### src/rtl/rx_pkg.sv
// Shared definitions for the raw pixel packer: word tags, FSM states and
// the helpers that assemble the 16-bit output words.
package rx_pkg;

  localparam logic [1:0]  TAG_PIX       = 2'b00;
  localparam logic [1:0]  TAG_LINE      = 2'b01;
  localparam logic [1:0]  TAG_FRAME     = 2'b10;
  localparam logic [13:0] LINE_CNT_MAX  = 14'h3FFF;

  typedef enum logic [1:0] {
    IDLE = 2'd0,
    RUN  = 2'd1,
    DROP = 2'd2
  } state_t;

  function automatic logic [15:0] pix_word(input logic [9:0] pix);
    return {TAG_PIX, 4'b0000, pix};
  endfunction

  function automatic logic [15:0] line_word(input logic [13:0] cnt);
    return {TAG_LINE, cnt};
  endfunction

  function automatic logic [15:0] hdr_word(input logic trunc, input logic [7:0] fcnt);
    return {TAG_FRAME, trunc, 5'b00000, fcnt};
  endfunction

endpackage

### src/rtl/raw_pixel_packer_if.sv
// Output word stream (valid/ready) from the packer towards the host bridge.
interface raw_pixel_packer_if;
  logic [15:0] OUT_DATA;
  logic        OUT_VALID;
  logic        OUT_READY;

  modport master (output OUT_DATA, output OUT_VALID, input OUT_READY);
  modport slave  (input OUT_DATA, input OUT_VALID, output OUT_READY);
endinterface

### src/rtl/sync_fifo_fwft.sv
// First-word-fall-through FIFO. A push while full is accepted only when a
// pop happens in the same cycle. The head word reads as zero while empty.
module sync_fifo_fwft #(
  parameter int W  = 16,
  parameter int AW = 6
) (
  input  logic          clk,
  input  logic          rst,
  input  logic          push,
  input  logic [W-1:0]  push_data,
  input  logic          pop_ready,
  output logic [W-1:0]  out_data,
  output logic          out_valid,
  output logic [AW:0]   count
);

  localparam int          DEPTH    = 1 << AW;
  localparam logic [AW:0] FULL_CNT = (AW+1)'(DEPTH);

  logic [W-1:0]  mem [DEPTH];
  logic [AW-1:0] wr_ptr_q, wr_ptr_d;
  logic [AW-1:0] rd_ptr_q, rd_ptr_d;
  logic [AW:0]   count_q, count_d;
  logic          do_push, do_pop;

  // Pointer/occupancy update for this cycle's push and pop.
  always_comb begin
    do_pop   = (count_q != '0) & pop_ready;
    do_push  = push & ((count_q != FULL_CNT) | do_pop);
    wr_ptr_d = do_push ? wr_ptr_q + AW'(1) : wr_ptr_q;
    rd_ptr_d = do_pop  ? rd_ptr_q + AW'(1) : rd_ptr_q;
    count_d  = count_q;
    case ({do_push, do_pop})
      2'b10:   count_d = count_q + (AW+1)'(1);
      2'b01:   count_d = count_q - (AW+1)'(1);
      default: count_d = count_q;
    endcase
  end

  // Pointer and occupancy registers; reset empties the FIFO at once.
  always_ff @(posedge clk or posedge rst) begin
    if (rst) begin
      wr_ptr_q <= '0;
      rd_ptr_q <= '0;
      count_q  <= '0;
    end else begin
      wr_ptr_q <= wr_ptr_d;
      rd_ptr_q <= rd_ptr_d;
      count_q  <= count_d;
    end
  end

  // Storage array, written without reset so it maps onto RAM.
  always_ff @(posedge clk) begin
    if (do_push) begin
      mem[wr_ptr_q] <= push_data;
    end
  end

  assign out_valid = (count_q != '0);
  assign out_data  = out_valid ? mem[rd_ptr_q] : '0;
  assign count     = count_q;

endmodule

### src/rtl/raw_pixel_packer.sv
// Tags the raw pixel stream and H/V sync events into 16-bit words and
// queues them in a FWFT FIFO. The input cannot stall, so a full FIFO
// truncates the current frame instead of back-pressuring the source.
module raw_pixel_packer
  import rx_pkg::*;
#(
  parameter int D_WIDTH = 10,
  parameter int FIFO_AW = 6
) (
  input  logic                CLOCK,
  input  logic                RESET,
  input  logic [D_WIDTH-1:0]  PAR_INPUT,
  input  logic                RDAT_VALID,
  input  logic                H_SYNC,
  input  logic                V_SYNC,
  raw_pixel_packer_if.master  out_if,
  output logic                OVERFLOW,
  output logic [7:0]          FRAME_CNT
);

  localparam logic [FIFO_AW:0] FIFO_FULL = (FIFO_AW+1)'(1 << FIFO_AW);

  // Input sample stage
  logic               hs_q, hs_d, vs_q, vs_d;
  logic               pix_vld_q, pix_vld_d;
  logic [D_WIDTH-1:0] pix_q, pix_d;
  logic               hfall_q, hfall_d, vrise_q, vrise_d;

  // Framing state
  state_t             state_q, state_d;
  logic [7:0]         frame_cnt_q, frame_cnt_d;
  logic [13:0]        line_cnt_q, line_cnt_d;
  logic               trunc_q, trunc_d;
  logic               ovf_q, ovf_d;
  logic               pend_q, pend_d;

  // FIFO write side
  logic               wr_req, wr_ok, pop, fifo_valid;
  logic [15:0]        wr_data;
  logic [FIFO_AW:0]   fifo_count;
  logic               hdr_evt, defer;
  logic [7:0]         frame_inc;

  assign frame_inc = frame_cnt_q + 8'd1;

  // Edge detection against the previous sync levels; pixels only count inside H_SYNC.
  always_comb begin
    hs_d      = H_SYNC;
    vs_d      = V_SYNC;
    pix_vld_d = RDAT_VALID & H_SYNC;
    pix_d     = PAR_INPUT;
    hfall_d   = hs_q & ~H_SYNC;
    vrise_d   = ~vs_q & V_SYNC;
  end

  // Input sample registers: the one-cycle stage in front of the FIFO write.
  always_ff @(posedge CLOCK or posedge RESET) begin
    if (RESET) begin
      hs_q      <= 1'b0;
      vs_q      <= 1'b0;
      pix_vld_q <= 1'b0;
      pix_q     <= '0;
      hfall_q   <= 1'b0;
      vrise_q   <= 1'b0;
    end else begin
      hs_q      <= hs_d;
      vs_q      <= vs_d;
      pix_vld_q <= pix_vld_d;
      pix_q     <= pix_d;
      hfall_q   <= hfall_d;
      vrise_q   <= vrise_d;
    end
  end

  // A write lands if there is room, or if the head is leaving this cycle.
  assign pop   = fifo_valid & out_if.OUT_READY;
  assign wr_ok = (fifo_count != FIFO_FULL) | pop;

  // Next-state, counters and the single FIFO write for this cycle.
  always_comb begin
    state_d     = state_q;
    frame_cnt_d = frame_cnt_q;
    line_cnt_d  = line_cnt_q;
    trunc_d     = trunc_q;
    ovf_d       = ovf_q;
    pend_d      = 1'b0;
    wr_req      = 1'b0;
    wr_data     = '0;
    defer       = 1'b0;
    hdr_evt     = 1'b0;
    case (state_q)
      IDLE: begin
        if (vrise_q) begin
          wr_req      = 1'b1;
          wr_data     = hdr_word(1'b0, 8'd0);
          frame_cnt_d = 8'd0;
          line_cnt_d  = '0;
          if (wr_ok) begin
            state_d = RUN;
          end else begin
            state_d = DROP;
            ovf_d   = 1'b1;
            trunc_d = 1'b1;
          end
        end
      end
      RUN: begin
        // A line end that coincides with a frame start goes first; the header follows next cycle.
        defer   = hfall_q & vrise_q;
        hdr_evt = pend_q | (vrise_q & ~defer);
        if (hdr_evt) begin
          wr_req      = 1'b1;
          wr_data     = hdr_word(1'b0, frame_inc);
          frame_cnt_d = frame_inc;
          line_cnt_d  = '0;
        end else if (hfall_q) begin
          wr_req     = 1'b1;
          wr_data    = line_word(line_cnt_q);
          line_cnt_d = '0;
          pend_d     = defer;
        end else if (pix_vld_q) begin
          wr_req  = 1'b1;
          wr_data = pix_word(pix_q);
          if (line_cnt_q != LINE_CNT_MAX) begin
            line_cnt_d = line_cnt_q + 14'd1;
          end
        end
        if (wr_req && !wr_ok) begin
          state_d = DROP;
          ovf_d   = 1'b1;
          trunc_d = 1'b1;
        end
      end
      DROP: begin
        // Only a frame header can leave DROP; everything else is thrown away.
        hdr_evt = pend_q | vrise_q;
        if (hdr_evt) begin
          wr_req      = 1'b1;
          wr_data     = hdr_word(trunc_q, frame_inc);
          frame_cnt_d = frame_inc;
          line_cnt_d  = '0;
          if (wr_ok) begin
            trunc_d = 1'b0;
            state_d = RUN;
          end
        end
      end
      default: state_d = IDLE;
    endcase
  end

  // FSM state and framing counters.
  always_ff @(posedge CLOCK or posedge RESET) begin
    if (RESET) begin
      state_q     <= IDLE;
      frame_cnt_q <= 8'd0;
      line_cnt_q  <= '0;
      trunc_q     <= 1'b0;
      ovf_q       <= 1'b0;
      pend_q      <= 1'b0;
    end else begin
      state_q     <= state_d;
      frame_cnt_q <= frame_cnt_d;
      line_cnt_q  <= line_cnt_d;
      trunc_q     <= trunc_d;
      ovf_q       <= ovf_d;
      pend_q      <= pend_d;
    end
  end

  sync_fifo_fwft #(
    .W  (16),
    .AW (FIFO_AW)
  ) u_fifo (
    .clk       (CLOCK),
    .rst       (RESET),
    .push      (wr_req & wr_ok),
    .push_data (wr_data),
    .pop_ready (out_if.OUT_READY),
    .out_data  (out_if.OUT_DATA),
    .out_valid (fifo_valid),
    .count     (fifo_count)
  );

  assign out_if.OUT_VALID = fifo_valid;
  assign OVERFLOW         = ovf_q;
  assign FRAME_CNT        = frame_cnt_q;

endmodule

### src/flat_wrapper.sv
// flat-port wrapper written by rule: the top's interface ports become plain ports
module raw_pixel_packer_flat import rx_pkg::*;
#(
  parameter int D_WIDTH = 10,
  parameter int FIFO_AW = 6
)
  (CLOCK, RESET, PAR_INPUT, RDAT_VALID, H_SYNC, V_SYNC, OVERFLOW, FRAME_CNT, out_if_OUT_DATA, out_if_OUT_VALID, out_if_OUT_READY);
  raw_pixel_packer_if out_if_i ();
  input  logic CLOCK;
  input  logic RESET;
  input  logic [D_WIDTH-1:0] PAR_INPUT;
  input  logic RDAT_VALID;
  input  logic H_SYNC;
  input  logic V_SYNC;
  output logic OVERFLOW;
  output logic [7:0] FRAME_CNT;
  output wire logic [$bits(out_if_i.OUT_DATA)-1:0] out_if_OUT_DATA;
  output wire logic [$bits(out_if_i.OUT_VALID)-1:0] out_if_OUT_VALID;
  input wire logic [$bits(out_if_i.OUT_READY)-1:0] out_if_OUT_READY;
  assign out_if_OUT_DATA = out_if_i.OUT_DATA;
  assign out_if_OUT_VALID = out_if_i.OUT_VALID;
  assign out_if_i.OUT_READY = out_if_OUT_READY;
  raw_pixel_packer #(.D_WIDTH(D_WIDTH), .FIFO_AW(FIFO_AW)) u_core (.CLOCK(CLOCK), .RESET(RESET), .PAR_INPUT(PAR_INPUT), .RDAT_VALID(RDAT_VALID), .H_SYNC(H_SYNC), .V_SYNC(V_SYNC), .out_if(out_if_i), .OVERFLOW(OVERFLOW), .FRAME_CNT(FRAME_CNT));
endmodule
### config.mk
export PLATFORM = sky130hd
export DESIGN_NAME = raw_pixel_packer_flat
export DESIGN_NICKNAME = d
export VERILOG_FILES = /design/src/rtl/rx_pkg.sv /design/src/rtl/raw_pixel_packer_if.sv /design/src/rtl/sync_fifo_fwft.sv /design/src/rtl/raw_pixel_packer.sv /design/src/flat_wrapper.sv
export SDC_FILE = /design/constraint.sdc
export NUM_CORES = 1
export LEC_CHECK = 0
export CELL_PAD_IN_SITES_DETAIL_PLACEMENT = 0
export CELL_PAD_IN_SITES_GLOBAL_PLACEMENT = 1
export CORE_ASPECT_RATIO = 0.8
export CORE_MARGIN = 2
export CORE_UTILIZATION = 40
export CTS_CLUSTER_DIAMETER = 80
export DETAILED_ROUTE_END_ITERATION = 6
export GPL_ROUTABILITY_DRIVEN = 0
export PLACE_DENSITY_LB_ADDON = 0.05
export SLEW_MARGIN = 20
export SYNTH_ARGS = -nofsm -noshare
export SYNTH_HDL_FRONTEND = slang
export SYNTH_SLANG_ARGS = --single-unit
export TNS_END_PERCENT = 10
### constraint.sdc
create_clock -name CLOCK -period 6.7 [get_ports CLOCK]
set_input_delay 1.005 -clock CLOCK [delete_from_list [all_inputs] [get_ports CLOCK]]
set_output_delay 1.005 -clock CLOCK [all_outputs]
set_load 0.01 [all_outputs]
==> results by group, run 1 <==
Power
  • Maximum VDD drop: 233 uV
  • LEAKAGE: 0.0158 uW
  • Pwr dens: 414 mW/mm^2

Clock network
  • CTS root buf: clkbuf_16
  • CTS Buf Count: 111
  • Hold buffer count at cts: 0
  • Clk_lat worst skew: 0.70 ns
  • Clock Path Buffers: 3
  • CTS tree: built
  • Depth of the CTS H-tree: 3
  • Reg clk slew, reported paths: 0.06 ns
  • Cts repair resizes: 0
  • TritonCTS Sinks: 1085
  • # Post-CTS Setup Buffers: 0

STA
  • Final Skew: 0.0227 ns
  • Post-Route Setup TNS: 0 ns
  • Max Slew Vio Count: 0
  • Setup violations, final: 0
  • RSZ-0062 raised after global routing: false
  • Slew at the pin with the worst max-slew slack: 1.06 ns
  • Rel. slew slack: 28.9%
  • Fmax: 178 MHz
  • Hold Fails Final Rpt: 0
  • Final period util: 83.8%
  • Tmin final: 5.61 ns

Global route
  • Total grt overflow: 0
  • Largest net degree at the start of global routing: 65
  • Total GRT Usage: 21.2%
  • First-pass GRT wire length: 164000 um
  • Number of global-route vias before repair: 21900
  • Initial antenna violation count: 4

Critical path
  • CP Class: flip-flop to primary output
  • Worst R2R Path Depth: 12
  • CP Capture Type: primary output
  • Critical path launch point: u_core.u_fifo.rd_ptr_q[1]
  • Worst EP required: 5.69 ns
  • Arr. time, crit path: 4.61 ns
  • Crit Path Max Fanout: 39
  • CP Launch Type: flip-flop
  • Reg-to-reg endpoint: u_core.u_fifo.count[4]
  • R2R setup slack: 2.11 ns
  • R2R Path Start: u_core.state_q[1]

Floorplanning
  • Die ar.: 0.110 mm^2
  • Std cell rows: 107
  • Starting Density: 40.2%
  • I/O pin cnt: 42
  • Placeable core area: 0.106 mm^2
  • Die Y: 296 um
  • DIE WIDTH: 370 um

Logic synthesis
  • Synth cell types: 66
  • Synth Flop Type: edfxtp_1
  • Post-synthesis mux area share: 15.0%
  • Post-Syn Nets: 2181
  • Synth top area cells: edfxtp_1, mux4_2, dfrtp_1
  • Async S/R FF share, synth: 5.62%
  • Adder-Cell Fraction of Synth Area: 0.322%
  • Post-synth top cells: edfxtp_1, mux4_2, mux2i_1
  • Post-Synth Simple-Gate Area: 3.31%
  • EDFF count, synth: 1024
  • Sequential fraction of the synthesis area: 75.5%
  • Yosys warns: 0
  • Yosys reg bits: 1085
  • Synthesized area per cell: 19.9 um^2
  • Yosys top cell by area: edfxtp_1
  • Post-Synth XOR/XNOR Area: 0.471%
  • Post-synthesis cell count: 2154
  • Largest family of logic cells by synthesized area: multiplexers
  • Synth Area in Compound Gates: 3.93%
  • Top cell type's share of synthesized area: 71.9%
  • Cell Area, Synth: 0.0428 mm^2
  • Most frequent cell after synthesis: edfxtp_1

Final layout
  • Synth-to-layout area growth: 15.1%
  • Design area: 0.0492 mm^2
  • Layout cells sized above 1: 23.9%
  • Final nets: 2337
  • Fin util: 46.3%

Flow run
  • Max_cap viols: 0

Detailed routing
  • Vias per inst: 5.64
  • Post-route ant nets: 0
  • DRC: 0
  • Drt total wl: 115000 um
  • Via count: 21600
  • DR iter-0 viols: 2144
  • Drt pass-1 iters: 7
  • Average routed wire per standard cell: 30.0 um

Worst hold path
  • Hold_sp: u_core.vs_q
  • Hold EP: u_core.vrise_q
  • Hold Path Class: flip-flop to flip-flop
  • Worst hold path cell count: 1

Placement
  • Detailed-placement wirelength estimate: 69400 um
  • Placed Area: 0.0457 mm^2
  • Buffers on Ports: 41

Outcome
  • Status: complete, no violations
==> state kept, by name (all words and copies together) (netlist names) <==
signal                  count
u_core.u_fifo.wr_ptr_q      6
u_core.FRAME_CNT            8
u_core.u_fifo.mem        1024
u_core.hfall_q              1
u_core.line_cnt_q          14
u_core.u_fifo.rd_ptr_q      6
u_core.OVERFLOW             1
u_core.trunc_q              1
u_core.pix_q               10
u_core.vs_q                 1
u_core.state_q              2
u_core.hs_q                 1
u_core.vrise_q              1
u_core.u_fifo.count         7
u_core.pix_vld_q            1
u_core.pend_q               1
==> final cells by class <==
class	count	area (um^2)
Fill cell	9072	57100
Clock buffer	138	2940
Inverter	25	93.8
Multi-Input combinational cell	917	10100
Clock inverter	68	533
Timing Repair Buffer	170	1510
Antenna cell	2	5.00
Sequential cell	1085	32300
Tap cell	1417	1770
==> metrics by stage <==
| step | power, uW | std cells | setup slack, ns | hold slack [ns] |
|---|---|---|---|---|
| final | 20400 | 3822 | 1.09 | 0.432 |
| after global routing | 21200 | 3820 | 0.572 | 0.427 |
| after CTS | 20600 | 3819 | 0.784 | 0.427 |
| after detailed placement | 14600 | 3613 | 1.57 | 0.413 |
| after global placement | 14600 | 3613 | 1.55 | 0.422 |
| after floorplan | 11900 | 2154 | 2.04 | 0.378 |
==> cell families (layout without fill, tap and decap cells) <==
family,Yosys count,after routing
other,0,2
multiplexers,348,348
XOR/XNOR,23,23
adder cells (fa/ha/maj),11,11
buffers and inverters,152,401
flip-flops,1085,1085
AND/OR/NAND/NOR,285,285
AO/OA/AOI/OAI,250,250
==> worst max-delay path, cell delays in order (launching register included) <==
cell	delay [ns]
dfrtp_4	0.88
buf_4	0.55
buf_4	0.40
mux4_2	0.26
mux2i_1	0.08
a211oi_1	0.78
a22o_1	0.33
clkdlybuf4s50_1	0.57
==> cell usage in the layout, fill, tap and decap left out, types with 16 or more instances in the layout <==
| master | count |
|---|---|
| edfxtp_1 | 1024 |
| mux4_2 | 234 |
| buf_4 | 119 |
| clkbuf_16 | 113 |
| mux2i_1 | 110 |
| nor2_1 | 80 |
| dfrtp_1 | 58 |
| o21ai_0 | 54 |
| nand2_1 | 50 |
| a21oi_1 | 45 |
| clkdlybuf4s50_1 | 41 |
| clkinv_1 | 33 |
| nand3_1 | 30 |
| o22ai_1 | 26 |
| a211oi_1 | 25 |
| inv_1 | 24 |
| clkbuf_1 | 23 |
| nand2b_1 | 21 |
| clkinv_2 | 20 |
| nor2_2 | 16 |
==> power by group <==
| part | internal, uW | switching (uW) |
|---|---|---|
| combinational | 2470 | 3710 |
| sequential | 7840 | 357 |
| clock | 3400 | 2580 |
| total | 13700 | 6650 |
==> metal layers <==
layer,global-route usage [%],routed length [um],vias up
li1,-,-,9210
met1,31.5,53700,11700
met2,31.1,50700,540
met3,5.37,7710,153
met4,5.40,2670,2
met5,0,20,-
==> worst max-delay path by stage <==
stage	endpoint	slack (ns)	cells after the start
finish	out_if_OUT_DATA[3]	1.09	7
global route	out_if_OUT_DATA[3]	0.57	7
floorplan	u_core.u_fifo.mem[0][6]	2.04	8
global placement	out_if_OUT_DATA[5]	1.55	7
detailed placement	out_if_OUT_DATA[5]	1.57	7
CTS	out_if_OUT_DATA[5]	0.78	7
Power figures use the tool's default switching activity.
==> run 2, diff against run 1 <==
Clock period 6.7 ns to 4.6 ns, I/O delays scaled along.
==> results by group, run 2 (same netlist as run 1, synthesis figures left out) <==
Outcome
  • Status: complete, no violations

Detailed routing
  • Vias per inst: 5.60 (-0.74%)
  • Average routed wire per standard cell: 29.6 um (-1.4%)
  • Via count: 21700 (+0.76%)
  • Drt total wl: 115000 um (+0.11%)
  • Post-route ant nets: 0 (unchanged)
  • DR iter-0 viols: 2030 (-5.3%)
  • Drt pass-1 iters: 5 (-2)
  • DRC: 0 (unchanged)

Global route
  • Largest net degree at the start of global routing: 65 (unchanged)
  • Total grt overflow: 0 (unchanged)
  • First-pass GRT wire length: 163000 um (-0.45%)
  • Total GRT Usage: 21.1% (about the same)
  • Initial antenna violation count: 5 (+1)
  • Number of global-route vias before repair: 21800 (-0.49%)

Floorplanning
  • Std cell rows: 107 (unchanged)
  • Die Y: 296 um (unchanged)
  • Die ar.: 0.110 mm^2 (unchanged)
  • DIE WIDTH: 370 um (unchanged)
  • Placeable core area: 0.106 mm^2 (unchanged)
  • I/O pin cnt: 42 (unchanged)
  • Starting Density: 40.2% (unchanged)

Clock network
  • TritonCTS Sinks: 1085 (unchanged)
  • CTS root buf: clkbuf_16
  • CTS tree: built
  • CTS Buf Count: 111 (unchanged)
  • Clk_lat worst skew: 0.70 ns (about the same)
  • Hold buffer count at cts: 0 (unchanged)
  • Depth of the CTS H-tree: 3 (unchanged)
  • Clock Path Buffers: 3 (unchanged)
  • Reg clk slew, reported paths: 0.06 ns (about the same)
  • # Post-CTS Setup Buffers: 0 (unchanged)

Critical path
  • Max incr delay on CP: 0.59 ns (-0.29 ns)
  • Arr. time, crit path: 3.81 ns (-0.80 ns)
  • Buf/Inv on CP: 3 (unchanged)
  • Crit Path Max Fanout: 45 (+15%)
  • Worst EP required: 3.91 ns (-1.78 ns)
  • CP top delay family: buffers and inverters
  • Slowest CP cell: dfrtp_4
  • Critical-path cell list: buf_16 -> mux4_2 -> mux2i_2 -> a211oi_1 -> buf_4 -> a22o_1 -> clkdlybuf4s50_1
  • CP Class: flip-flop to primary output
  • CP Capture Type: primary output
  • CP Launch Type: flip-flop

STA
  • Setup violations, final: 0 (unchanged)
  • Hold Fails Final Rpt: 0 (unchanged)
  • Final Skew: 0.0211 ns (-0.00152 ns)
  • Max Slew Vio Count: 0 (unchanged)
  • Final period util: 97.9%
  • Hold slack: 0.400 ns (-0.0326 ns)
  • RSZ-0062 raised after global routing: true
  • Slew at the pin with the worst max-slew slack: 1.05 ns (-0.0162 ns)
  • Fmax: 222 MHz
  • Tmin final: 4.50 ns
  • Setup ws final: 0.0973 ns (-0.990 ns)
  • Rel. slew slack: 30.2% (+1.3 points)

Final layout
  • Layout cells sized above 1: 27.5% (+3.6 points)
  • Largest regs: u_core.u_fifo.mem (1024), u_core.line_cnt_q (14), u_core.pix_q (10)
  • Fin util: 47.2% (+0.88 points)
  • Final nets: 2396 (+2.5%)
  • Biggest register: u_core.u_fifo.mem
  • Number of flip-flops in the largest register: 1024 (unchanged)
  • Most frequent cells in the layout: edfxtp_1, mux4_2, buf_4
  • Synth-to-layout area growth: 17.3%
  • Design area: 0.0502 mm^2 (+1.9%)
  • Most common cell after layout, fill and taps aside: edfxtp_1

Power
  • Tot Pwr: 30700 uW (+51%)
  • LEAKAGE: 0.0163 uW (+2.8%)
  • Maximum VDD drop: 304 uV (+31%)
  • Pwr dens: 612 mW/mm^2 (+48%)

Placement
  • Detailed-placement wirelength estimate: 71400 um (+2.9%)
  • Placed Area: 0.0462 mm^2 (+1.1%)
  • Place WS: 0.351 ns (-1.22 ns)
  • Buffers on Ports: 41 (unchanged)

Worst hold path
  • Hold Path Class: primary input to async pin

Flow run
  • Max_cap viols: 0 (unchanged)
## run 2: changes by cell type in the layout (fill, tap and decap cells not counted), moves of 5 or more
cell,delta
a211oi_1,-7
nor2_4,-5
bufinv_16,+5
clkinv_1,-10
a211oi_2,+6
mux2i_1,-18
o21ai_0,-7
buf_4,+48
o21ai_1,+7
mux2i_2,+14
## run 2: worst register-to-register path: cells and delay by family, from the launching register on
family / cells / cell delay, ns
compound gates: 2 / 0.51
fa+ha+maj: 1 / 0.21
buf+inv: 4 / 0.90
flops: 1 / 0.45
simple gates: 3 / 1.35
## run 2: path summary, 6_finish.rpt
kind	to	depth (start not counted)	slack (ns)	startpoint
max	out_if_OUT_DATA[8]	7	0.1	u_core.u_fifo.rd_ptr_q[0]
min	u_core.u_fifo.count[2]	2	0.40	RESET
max reg2reg	u_core.u_fifo.mem[50][1]	10	0.86	u_core.state_q[1]
min reg2reg	u_core.vrise_q	1	0.42	u_core.vs_q
max in group asynchronous	u_core.line_cnt_q[13]	3	3.27	RESET
min in group CLOCK	u_core.vrise_q	1	0.42	u_core.vs_q
## run 2: what timing repair did
item / in CTS / in global routing
resized for setup: 37 / 31
endpoints found under the setup margin: 14 / 16
pin swaps: 1 / 1
endpoints found under the hold margin: 0 / 0
## run 2: routing by layer
layer / wire length [um] / vias to the layer above / track usage [%]
li1: - / 9339 / -
met4: 2210 / 2 / 4.64
met3: 7550 / 143 / 4.72
met2: 52300 / 610 / 32.1
met1: 52700 / 11600 / 31.3
met5: 208 / - / 0
## run 2: through the flow
stage | std cells | TNS, ns
final | 3880 | 0
after global routing | 3875 | -0.0546
after CTS | 3875 | -0.00522
after detailed placement | 3673 | 0
after global placement | 3673 | 0
after floorplan | 2154 | 0
## run 2: final cells by class
cell class                 instances  area [um^2]
antenna                            5         12.5
clock buffer                     137         2990
clock inverter                    65          657
fill                            8897        56100
inverter                          25         93.8
multi-input combinational        917        10200
sequential                      1085        32300
tap                             1417         1770
timing repair buffer             229         2100
## run 2: report_power, final
group	leakage [uW]	internal, uW	total (uW)	switching, uW
clock	0.00178	5310	9060	3740
sequential	0.0100	11400	11800	355
combinational	0.00442	4130	9860	5730
